$ cat config.mk
export PLATFORM = sky130hd
export DESIGN_NAME = uart_rx
export DESIGN_NICKNAME = d
export VERILOG_FILES = /design/src/rtl/uart_pkg.sv /design/src/rtl/uart_sync.sv /design/src/rtl/uart_rx.sv
export SDC_FILE = /design/constraint.sdc
export NUM_CORES = 1
export LEC_CHECK = 0
export ABC_AREA = 0
export ABC_CLOCK_PERIOD_IN_PS = 3000
export CAP_MARGIN = 25
export CORE_AREA = 2 2 68 70
export DETAILED_ROUTE_END_ITERATION = 8
export DIE_AREA = 0 0 70 72
export SYNTH_ARGS = -nofsm -noshare
export SYNTH_HDL_FRONTEND = slang
export SYNTH_SLANG_ARGS = --single-unit
$ cat constraint.sdc
create_clock -name clk -period 3 [get_ports clk]
set_input_delay 0.75 -clock clk [delete_from_list [all_inputs] [get_ports clk]]
set_output_delay 0.75 -clock clk [all_outputs]
set_load 0.02 [all_outputs]
$ cat src/rtl/uart_pkg.sv
// Shared types and constants for the custom UART receive path.
// Frame format is 8N1: idle high, start 0, eight data bits LSB first, stop 1.
package uart_pkg;

    localparam int   UART_DATA_BITS  = 8;
    localparam logic UART_IDLE_LEVEL = 1'b1;

    typedef enum logic [1:0] {
        IDLE  = 2'd0,
        START = 2'd1,
        DATA  = 2'd2,
        STOP  = 2'd3
    } uart_state_e;

    // Data arrives LSB first, so each new bit enters at the MSB end and
    // the byte is complete in place after the eighth shift.
    function automatic logic [UART_DATA_BITS-1:0] shift_in_lsb_first(
        input logic [UART_DATA_BITS-1:0] cur,
        input logic                      bit_in
    );
        return {bit_in, cur[UART_DATA_BITS-1:1]};
    endfunction

endpackage

$ cat src/rtl/uart_sync.sv
// Single-bit multi-flop synchronizer with a synchronous reset value.
// Used on the asynchronous rx line and on the transmitter's ena/send inputs.
module uart_sync #(
    parameter int   STAGES    = 2,
    parameter logic RESET_VAL = 1'b1
) (
    input  logic clk,
    input  logic rst,
    input  logic d,
    output logic q
);

    logic [STAGES-1:0] sync_q;
    logic [STAGES-1:0] sync_d;

    always_comb begin
        sync_d = {sync_q[STAGES-2:0], d};
    end

    always_ff @(posedge clk) begin
        if (rst) begin
            sync_q <= {STAGES{RESET_VAL}};
        end else begin
            sync_q <= sync_d;
        end
    end

    assign q = sync_q[STAGES-1];

endmodule

$ cat src/rtl/uart_rx.sv
// 8N1 UART receiver: synchronizes rx, finds the start bit, samples every
// bit at its centre and hands completed bytes to a valid/ack holding register.
module uart_rx
    import uart_pkg::*;
#(
    parameter int CLKS_PER_BIT = 16,
    parameter int SYNC_STAGES  = 2
) (
    input  logic       clk,
    input  logic       rst,
    input  logic       ena,
    input  logic       rx,
    input  logic       rx_ack,
    output logic [7:0] data,
    output logic       valid,
    output logic       frame_err,
    output logic       overrun,
    output logic       bussy
);

    localparam int             CNT_W     = $clog2(CLKS_PER_BIT);
    localparam logic [CNT_W-1:0] HALF_LAST = CNT_W'(CLKS_PER_BIT / 2 - 1);
    localparam logic [CNT_W-1:0] BIT_LAST  = CNT_W'(CLKS_PER_BIT - 1);

    logic rx_s;

    uart_state_e                state_q,     state_d;
    logic [CNT_W-1:0]           clk_cnt_q,   clk_cnt_d;
    logic [2:0]                 bit_cnt_q,   bit_cnt_d;
    logic [UART_DATA_BITS-1:0]  shift_q,     shift_d;
    logic [UART_DATA_BITS-1:0]  data_q,      data_d;
    logic                       valid_q,     valid_d;
    logic                       overrun_q,   overrun_d;
    logic                       frame_err_q, frame_err_d;
    logic                       bussy_q,     bussy_d;
    logic                       stop_good;

    uart_sync #(
        .STAGES    (SYNC_STAGES),
        .RESET_VAL (UART_IDLE_LEVEL)
    ) u_rx_sync (
        .clk (clk),
        .rst (rst),
        .d   (rx),
        .q   (rx_s)
    );

    // Frame FSM. The stop bit is sampled at its centre and IDLE is re-entered
    // there, leaving half a bit of margin to catch a back-to-back start bit.
    always_comb begin
        state_d     = state_q;
        clk_cnt_d   = clk_cnt_q + CNT_W'(1);
        bit_cnt_d   = bit_cnt_q;
        shift_d     = shift_q;
        frame_err_d = 1'b0;
        stop_good   = 1'b0;

        if (!ena) begin
            state_d   = IDLE;
            clk_cnt_d = '0;
            bit_cnt_d = '0;
        end else begin
            case (state_q)
                IDLE: begin
                    clk_cnt_d = '0;
                    if (rx_s != UART_IDLE_LEVEL) begin
                        state_d = START;
                    end
                end
                START: begin
                    if (clk_cnt_q == HALF_LAST) begin
                        clk_cnt_d = '0;
                        bit_cnt_d = '0;
                        state_d   = (rx_s == UART_IDLE_LEVEL) ? IDLE : DATA;
                    end
                end
                DATA: begin
                    if (clk_cnt_q == BIT_LAST) begin
                        clk_cnt_d = '0;
                        shift_d   = shift_in_lsb_first(shift_q, rx_s);
                        bit_cnt_d = bit_cnt_q + 3'd1;
                        if (bit_cnt_q == 3'd7) begin
                            state_d = STOP;
                        end
                    end
                end
                STOP: begin
                    if (clk_cnt_q == BIT_LAST) begin
                        clk_cnt_d = '0;
                        state_d   = IDLE;
                        if (rx_s == UART_IDLE_LEVEL) begin
                            stop_good = 1'b1;
                        end else begin
                            frame_err_d = 1'b1;
                        end
                    end
                end
                default: begin
                    state_d   = IDLE;
                    clk_cnt_d = '0;
                end
            endcase
        end
    end

    // Holding register handshake: valid stays high until rx_ack is seen with
    // valid set. A byte completing while valid is still set and not acked in
    // that same cycle is dropped and overrun latches; rx_ack clears both.
    always_comb begin
        data_d    = data_q;
        valid_d   = valid_q;
        overrun_d = overrun_q;

        if (stop_good) begin
            if (!valid_q || rx_ack) begin
                data_d  = shift_q;
                valid_d = 1'b1;
            end else begin
                overrun_d = 1'b1;
            end
        end else if (rx_ack && valid_q) begin
            valid_d   = 1'b0;
            overrun_d = 1'b0;
        end

        bussy_d = (state_d != IDLE);
    end

    always_ff @(posedge clk) begin
        if (rst) begin
            state_q     <= IDLE;
            clk_cnt_q   <= '0;
            bit_cnt_q   <= '0;
            shift_q     <= '0;
            data_q      <= '0;
            valid_q     <= 1'b0;
            overrun_q   <= 1'b0;
            frame_err_q <= 1'b0;
            bussy_q     <= 1'b0;
        end else begin
            state_q     <= state_d;
            clk_cnt_q   <= clk_cnt_d;
            bit_cnt_q   <= bit_cnt_d;
            shift_q     <= shift_d;
            data_q      <= data_d;
            valid_q     <= valid_d;
            overrun_q   <= overrun_d;
            frame_err_q <= frame_err_d;
            bussy_q     <= bussy_d;
        end
    end

    assign data      = data_q;
    assign valid     = valid_q;
    assign frame_err = frame_err_q;
    assign overrun   = overrun_q;
    assign bussy     = bussy_q;

endmodule

Word-level counts from Yosys, hierarchy flattened
Index checks and enable logic that the tools add are counted.
{"block": "word_totals", "output_inout_bits": 12, "elab_cells": 64, "reg_bits": 31, "inputBits": 5}
{"block": "op_classes", "bitwise_logic": 3, "reduce_logical": 15, "addsub": 2, "muxes": 24, "n_eq_ne": 10}
{"op": "$mux 2", "count": 7}
{"op": "$pmux 4 s3", "count": 1}
{"op": "$mux 1", "count": 10}
{"op": "$mux 4", "count": 2}
{"op": "$pmux 2 s4", "count": 1}
{"op": "$mux 3", "count": 2}
{"op": "$ne 2x2->1 const B", "count": 3}
{"op": "$pmux 3 s2", "count": 1}
{"op": "$reduce_and 2->1", "count": 3}
{"op": "$reduce_and 3->1", "count": 2}
{"op": "$reduce_bool 2->1", "count": 3}
{"op": "$add 4x1->4 const B", "count": 1}
{"op": "$eq 2x2->1 const B", "count": 2}
{"op": "$eq 4x3->1 const B", "count": 1}
{"op": "$eq 4x4->1 const B", "count": 1}
{"op": "$reduce_or 2->1", "count": 2}
{"op": "$reduce_or 4->1", "count": 1}
{"op": "$add 3x1->3 const B", "count": 1}
{"op": "$eq 3x3->1 const B", "count": 1}
{"op": "$not 1->1", "count": 3}
{"op": "$eq 2x1->1 const B", "count": 1}
{"op": "$logic_not 2->1", "count": 1}
{"op": "$ne 2x1->1 const B", "count": 1}
{"op": "$logic_and 1x1->1", "count": 1}
{"op": "2 further kinds", "count": 2}

Depth between registers and ports, before layout
Gate-level depths: netlist of the first run.
{"block": "logic_depth", "ltp_word": 6, "mapped_depth": 7, "depth_no_buf": 6}

Modules after synthesis
Synthesis of the first run repeated with hierarchy kept, for this count alone.
{"block": "hier_totals", "cells_unflattened": 127, "area_unflattened_um2": 1236.2}
{"mod": "uart_rx", "instances": 1, "area_per_inst_um2": 1183.6, "cells_per_inst": 123}
{"mod": "uart_sync", "instances": 1, "area_per_inst_um2": 52.6, "cells_per_inst": 4}

Worst setup path before layout of the first run
OpenSTA, ideal clock, no wires.
{"block": "synth_path", "path_kind": "input to register", "startpoint": "in ena", "endpoint": "reg data_q[0] (netlist: data[0])", "t_arrival_ns": 1.531, "slack_ns": 1.342, "cell_stages": 4, "required_ns": 2.872, "cell_sequence": "nand4_1 -> nor3_4 -> mux2i_1 -> nor2_1"}
{"block": "synth_via", "elab_chain_len": 2}
{"item": "start, declared", "line_no": "uart_rx.sv:11", "source": "input logic ena,"}
{"item": "$mux 1", "line_no": "uart_rx.sv:58", "source": "if (!ena) begin"}
{"item": "$reduce_and 2->1 (no source line)"}
{"item": "end signal, assigned", "line_no": "uart_rx.sv:145", "source": "data_q <= data_d;"}
{"item": "end, declared", "line_no": "uart_rx.sv:31", "source": "logic [UART_DATA_BITS-1:0] data_q, data_d;"}
No other way between the ends.
A chain may end at the register's enable or synchronous reset.

Worst setup path after layout of the first run
{"block": "layout_path", "startpoint": "in ena", "endpoint": "reg data_q[1] (netlist: data[1])"}
The elaborated chain is that of the path after synthesis.

==> results of run 1 <==
[logic make-up (layout without fill, tap and decap cells)]
kind of cell             after synthesis  count (layout)
adder cells (fa/ha/maj)                3               3
AND/OR/NAND/NOR                       60              60
AO/OA/AOI/OAI                         24              24
XOR/XNOR                               1               1
multiplexers                           9               9
flip-flops                            31              31
buffers and inverters                 10              27
[flip-flops by register name, indices dropped and copies added (netlist names)]
signal	count
data	8
shift_q	8
clk_cnt_q	4
bit_cnt_q	3
state_q	2
u_rx_sync.sync_q	2
bussy	1
frame_err	1
overrun	1
valid	1
[area by class of cell]
cell class / instances / area [sq um] / area share [%]
flip-flops and latches: 31 / 621 / 39.9
multi-input cells: 97 / 596 / 38.3
repair buffers: 17 / 168 / 10.8
clock buffers: 8 / 100 / 6.43
well taps: 52 / 65.1 / 4.18
inverters: 2 / 7.51 / 0.482
[placed cells by master (no fill, tap or decap), types with 2 or more instances in the layout]
master,count
sky130_fd_sc_hd__nand3_1,2
sky130_fd_sc_hd__mux2i_1,9
sky130_fd_sc_hd__a221oi_1,2
sky130_fd_sc_hd__clkbuf_8,7
sky130_fd_sc_hd__clkdlybuf4s50_1,16
sky130_fd_sc_hd__dfxtp_1,31
sky130_fd_sc_hd__nor3_1,3
sky130_fd_sc_hd__nand4b_1,2
sky130_fd_sc_hd__nor2_1,13
sky130_fd_sc_hd__a21oi_1,15
sky130_fd_sc_hd__nand4_1,2
sky130_fd_sc_hd__o21ai_0,2
sky130_fd_sc_hd__inv_1,2
sky130_fd_sc_hd__ha_1,3
sky130_fd_sc_hd__nand2_1,22
sky130_fd_sc_hd__or2_2,2
sky130_fd_sc_hd__nand2b_1,4
[where the power goes]
part           internal (W)  switching [W]  total [W]  leakage, nW
Sequential         0.000414     0.00000308   0.000417        0.250
Clock              0.000209       0.000142   0.000351       0.0515
Combinational    0.00000929     0.00000937  0.0000187        0.190
Total              0.000632       0.000154   0.000786        0.491
[cells in the mapped netlist (2+ instances only)]
| library cell | count | share of area [%] |
|---|---|---|
| sky130_fd_sc_hd__a21oi_1 | 15 | 5.9 |
| sky130_fd_sc_hd__a221oi_1 | 2 | 1.4 |
| sky130_fd_sc_hd__buf_2 | 3 | 1.2 |
| sky130_fd_sc_hd__clkbuf_1 | 4 | 1.2 |
| sky130_fd_sc_hd__dfxtp_1 | 31 | 49 |
| sky130_fd_sc_hd__ha_1 | 3 | 3.0 |
| sky130_fd_sc_hd__inv_1 | 2 | 0.59 |
| sky130_fd_sc_hd__mux2i_1 | 9 | 7.1 |
| sky130_fd_sc_hd__nand2_1 | 22 | 6.5 |
| sky130_fd_sc_hd__nand2b_1 | 4 | 2.0 |
| sky130_fd_sc_hd__nand3_1 | 2 | 0.79 |
| sky130_fd_sc_hd__nand4_1 | 2 | 0.99 |
| sky130_fd_sc_hd__nand4b_1 | 2 | 1.4 |
| sky130_fd_sc_hd__nor2_1 | 13 | 3.9 |
| sky130_fd_sc_hd__nor3_1 | 3 | 1.2 |
| sky130_fd_sc_hd__o21ai_0 | 2 | 0.79 |
| sky130_fd_sc_hd__or2_2 | 2 | 0.99 |
[per-layer routing]
metal,global-route usage (%),vias to the layer above,share of wire [%]
met5,0,-,0
li1,-,503,-
met1,12.8,454,46
met3,3.61,6,5.0
met2,16.9,19,46
met4,5.98,0,2.3
[worst min-delay path by stage]
stage | endpoint | slack, ns | cells after the start
floorplan | u_rx_sync.sync_q[1] | 0.39 | 1
global placement | u_rx_sync.sync_q[1] | 0.39 | 1
detailed placement | u_rx_sync.sync_q[1] | 0.40 | 1
CTS | u_rx_sync.sync_q[1] | 0.41 | 1
global route | u_rx_sync.sync_q[1] | 0.42 | 1
finish | u_rx_sync.sync_q[1] | 0.41 | 1
[per-stage QoR]
stage / utilization (%) / hold WS [ns]
6_report: 36.5 / 0.410
4_1_cts: 36.5 / 0.412
3_5_place_dp: 34.2 / 0.397
2_1_floorplan: - / 0.389
3_3_place_gp: 34.2 / 0.394
5_1_grt: 36.5 / 0.418
==> results.json, run 1 <==
{
  "synth_top_family_by_area": "simple AND/OR/NAND/NOR gates",
  "r2r_start": "clk_cnt_q[0]",
  "num_antenna_cells": 0,
  "ys_seq_area_share_pct": 49.1,
  "maxClockFrequency_ghz": 0.495,
  "drcViolationCount": 0,
  "grt.total_usage_pct": 10.7,
  "routed_wirelength_microns": 2350,
  "timing.critical_path.required_ns": 3.17,
  "totalPowerFinal_w": 0.000786,
  "fin_crit_ns": 2.02,
  "ys.flop_type": "sky130_fd_sc_hd__dfxtp_1",
  "syn-cell-area_sq_mm": 0.00126,
  "cts_sinks": 31,
  "critPathCaptureType": "flop",
  "critical_path_arrival_ns": 2.18,
  "worstRegToRegCells": 5,
  "synth-compound-area-share_pct": 11.4,
  "detail_route.wl_per_cell_microns": 11.4,
  "startpoint": "ena",
  "detail_route.iter0.violations": 19,
  "clock_pin_slew_reported_for_the_worst_setup_and_hold_paths_after_clock_tree_synthesis_ns": 0.06,
  "post_dp_cell_area_sq_mm": 0.00146,
  "detailroute.via_count": 982,
  "worst-r2r-setup-slack_ns": 1.23,
  "muxShareOfSynthArea_pct": 7.12,
  "max_slew_margin_pct": 65.1,
  "cts_repair_resize_count": 0,
  "row_count": 24,
  "finish.cell_count_without_fillers": 207,
  "clock_path_buffers": 2,
  "place.detailed.hpwl_microns": 1640,
  "clkLatencyLatePin_ns": 0.28,
  "vias_per_cell": 4.74,
  "cp_cell_sequence": "clkdlybuf4s50_1, nand4_1, nor3_4, mux2i_1, nor2_1",
  "core-area_sq_mm": 0.00426,
  "post-cts-setup-buffers": 0,
  "io_buffers": 16,
  "cts_root_buf": "sky130_fd_sc_hd__clkbuf_8",
  "clock_tree_from_tritoncts": "built",
  "period_share_pct": 67.3,
  "initial_core_util_pct": 29.7,
  "final_layout_size_suffix_gt1_share_pct": 9.68,
  "synth_fp_nets": 146,
  "io-pin-count": 17,
  "vdd_drop_max_mv": 0.347,
  "postSynthAreaPerCell_sq_um": 9.17,
  "power-per-cell-area_mw_per_mm2": 505,
  "cts_buffers": 5,
  "synth_async_sr_flop_share_pct": 0,
  "post-place-ws_ns": 0.690,
  "die_area_sq_mm": 0.00504,
  "post_synth_fa_ha_maj_area_fraction_pct": 2.97,
  "antenna_violating_nets_post_route": 0,
  "totalNegativeSetupSlack_ns": 0,
  "critPathSlowestCell": "sky130_fd_sc_hd__clkdlybuf4s50_1",
  "hp-class": "flop to flop",
  "timing_worst_setup_path_type": "input pin to flop",
  "min-delay-start": "u_rx_sync.sync_q[0]",
  "die_width_microns": 70,
  "power.leakage_nw": 0.491,
  "hold_violations": 0,
  "finalSetupViolations": 0,
  "htree_levels": 2,
  "drv.max_cap_violation_count": 0,
  "setup_crit_start_kind": "input pin",
  "grt_remaining_overflow": 0,
  "gpl.final_weighted_congestion": 0.774,
  "grt_pass1_wl_microns": 4290,
  "setup_repair_after_global_routing_missed_its_margin": "no",
  "yosys.area_share.xor_xnor_pct": 0.692,
  "synth_simple_gate_area_share_pct": 24.9,
  "postSynthCellCount": 138,
  "number_of_antenna_violations_at_the_first_check_in_global_routing": 0,
  "number_of_filler_instances_in_the_final_layout": 458,
  "cpLargestDelayFamily": "simple AND/OR/NAND/NOR gates",
  "transition_time_at_the_pin_with_the_least_slew_margin_ns": 0.521,
  "num-nets-final": 162,
  "fp.dieH_microns": 72,
  "finalMaxSlewViolations": 0,
  "critPathBufInv": 1,
  "post_route_cell_area_sq_mm": 0.00156,
  "capturing_point_of_the_worst_reg2reg_path": "data[1]",
  "finalWorstSetupSlack_ns": 0.982,
  "levels_on_crit_path": 5,
  "drt-pass1-iter-count": 4,
  "synth-edff-count": 0,
  "synthToLayoutAreaGrowth_pct": 23.0,
  "run_status": "complete, no violations",
  "grt_max_degree": 21,
  "timing.critical_path.to": "data[1]",
  "placed_cells": 199,
  "ys_warn_count": 0,
  "cts-hold-fix-buffers": 0,
  "first_global_vias": 953,
  "critPathMaxStageDelay_ns": 0.50,
  "synth_seq_cells": 31,
  "finClkSkew_ns": 0.00450,
  "yosysUniqueCellTypes": 34,
  "critical_path_peak_fanout": 8
}
(Power assumes the default switching activity.)
==> run 2: changes to the inputs <==
Settings changed: ABC_CLOCK_PERIOD_IN_PS 3000 to 1800.
Clock period 3 ns to 1.8 ns, I/O delays scaled along.
==> results.json, run 2 (same netlist as run 1, synthesis figures left out) <==
{
  "run_status": "complete, no violations",
  "critical_path_arrival_ns": 1.22,
  "final_core_occ_pct": 37.2,
  "finClkSkew_ns": 0.00523,
  "power.leakage_nw": 0.510,
  "cts_buffers": 5,
  "final-seq-area_sq_um": 621,
  "num-nets-final": 167,
  "routed_wirelength_microns": 2520,
  "drv.max_cap_violation_count": 0,
  "drt-pass1-iter-count": 4,
  "timing_worst_setup_path_type": "flop to primary output",
  "grt_max_degree": 21,
  "first_global_vias": 989,
  "vias_per_cell": 4.81,
  "cts-hold-fix-buffers": 0,
  "fp.dieH_microns": 72,
  "clock_pin_slew_reported_for_the_worst_setup_and_hold_paths_after_clock_tree_synthesis_ns": 0.06,
  "io_buffers": 16,
  "setup_crit_start_kind": "flop",
  "critPathBufInv": 1,
  "detailroute.via_count": 1020,
  "place.detailed.hpwl_microns": 1780,
  "critical_path_peak_fanout": 2,
  "period_share_pct": 93.0,
  "cts_sinks": 31,
  "antenna_violating_nets_post_route": 0,
  "clock_path_buffers": 2,
  "critPathCaptureType": "primary output",
  "multiInputGateArea_sq_um": 596,
  "setup_repair_after_global_routing_missed_its_margin": "no",
  "critPathMaxStageDelay_ns": 0.61,
  "number_of_filler_instances_in_the_final_layout": 426,
  "post_route_cell_area_sq_mm": 0.00159,
  "io-pin-count": 17,
  "gr-usage-met2_pct": 18.7,
  "grt.met1_usage_pct": 11.8,
  "hold-worst-slack_ns": 0.409,
  "grt_pass1_wl_microns": 4350,
  "number_of_antenna_violations_at_the_first_check_in_global_routing": 0,
  "num_antenna_cells": 0,
  "power-per-cell-area_mw_per_mm2": 780,
  "totalPowerFinal_w": 0.00124,
  "post-cts-setup-buffers": 0,
  "most_common_cell_after_layout_fill_and_taps_aside": "sky130_fd_sc_hd__dfxtp_1",
  "hp-class": "flop to flop",
  "fin_crit_ns": 1.67,
  "cts_repair_resize_count": 0,
  "clkLatencyLatePin_ns": 0.28,
  "post_dp_cell_area_sq_mm": 0.00151,
  "detail_route.iter0.violations": 30,
  "final_cell_mix": "sky130_fd_sc_hd__dfxtp_1, sky130_fd_sc_hd__nand2_1, sky130_fd_sc_hd__clkdlybuf4s50_1, sky130_fd_sc_hd__a21oi_1, sky130_fd_sc_hd__nor2_1",
  "grt_remaining_overflow": 0,
  "finalMaxSlewViolations": 0,
  "core-area_sq_mm": 0.00426,
  "initial_core_util_pct": 29.7,
  "synthToLayoutAreaGrowth_pct": 25.5,
  "transition_time_at_the_pin_with_the_least_slew_margin_ns": 0.361,
  "detail_route.wl_per_cell_microns": 11.9,
  "drcViolationCount": 0,
  "timing.critical_path.required_ns": 1.35,
  "critPathSlowestCell": "sky130_fd_sc_hd__clkdlybuf4s50_1",
  "cp_cell_sequence": "clkdlybuf4s50_1",
  "row_count": 24,
  "die_area_sq_mm": 0.00504,
  "met3_usage_pct": 3.89,
  "vdd_drop_max_mv": 0.506,
  "cpLargestDelayFamily": "buffers and inverters",
  "gpl.final_weighted_congestion": 0.807,
  "clock_tree_from_tritoncts": "built",
  "global_route.peak_usage_layer": "met2",
  "max_slew_margin_pct": 75.9,
  "cts_root_buf": "sky130_fd_sc_hd__clkbuf_8",
  "htree_levels": 2,
  "hold_violations": 0,
  "maxClockFrequency_ghz": 0.597,
  "final_layout_size_suffix_gt1_share_pct": 11.9,
  "die_width_microns": 70,
  "finalSetupViolations": 0,
  "grt.total_usage_pct": 11.0
}
run 2: final cells by class:
class                      instances  share of cell area [%]
multi-input combinational         97                    37.5
inverter                           2                   0.473
clock inverter                     1                   0.315
tap                               52                    4.10
timing repair buffer              22                    13.7
sequential                        31                    39.1
clock buffer                       7                    4.81
run 2: where the power goes:
group | switching [W] | internal [W]
logic | 0.0000169 | 0.0000176
registers | 0.00000452 | 0.000690
clock network | 0.000238 | 0.000270
run 2: worst paths after layout:
check | slack, ns | endpoint | from | depth (start not counted)
setup / recovery | 0.13 | data[6] | data[6] | 1
hold / removal | 0.41 | u_rx_sync.sync_q[1] | u_rx_sync.sync_q[0] | 1
setup reg to reg | 0.19 | bussy | clk_cnt_q[0] | 5
hold reg to reg | 0.41 | u_rx_sync.sync_q[1] | u_rx_sync.sync_q[0] | 1
run 2: per-stage QoR:
stage	TNS, ns	setup WS (ns)	cells
2_1_floorplan	0	0.270	138
3_3_place_gp	-0.300	-0.0302	204
3_5_place_dp	-0.630	-0.0568	204
4_1_cts	0	0.103	212
5_1_grt	0	0.0554	212
6_report	0	0.126	212
run 2: routing by layer:
metal	vias to the layer above	routed length [microns]	part of all wire, %
met5	-	0	0
met4	0	34	1.3
met3	5	100	4.0
met2	15	1310	52
met1	488	1080	43
li1	512	-	-
run 2: worst reg2reg max path, delay by kind of cell, from the launching register on:
| family | cells | cell delay (ns) |
|---|---|---|
| AO/OA/AOI/OAI | 3 | 0.65 |
| adder cells (fa/ha/maj) | 1 | 0.31 |
| AND/OR/NAND/NOR | 1 | 0.17 |
| flip-flops | 1 | 0.35 |
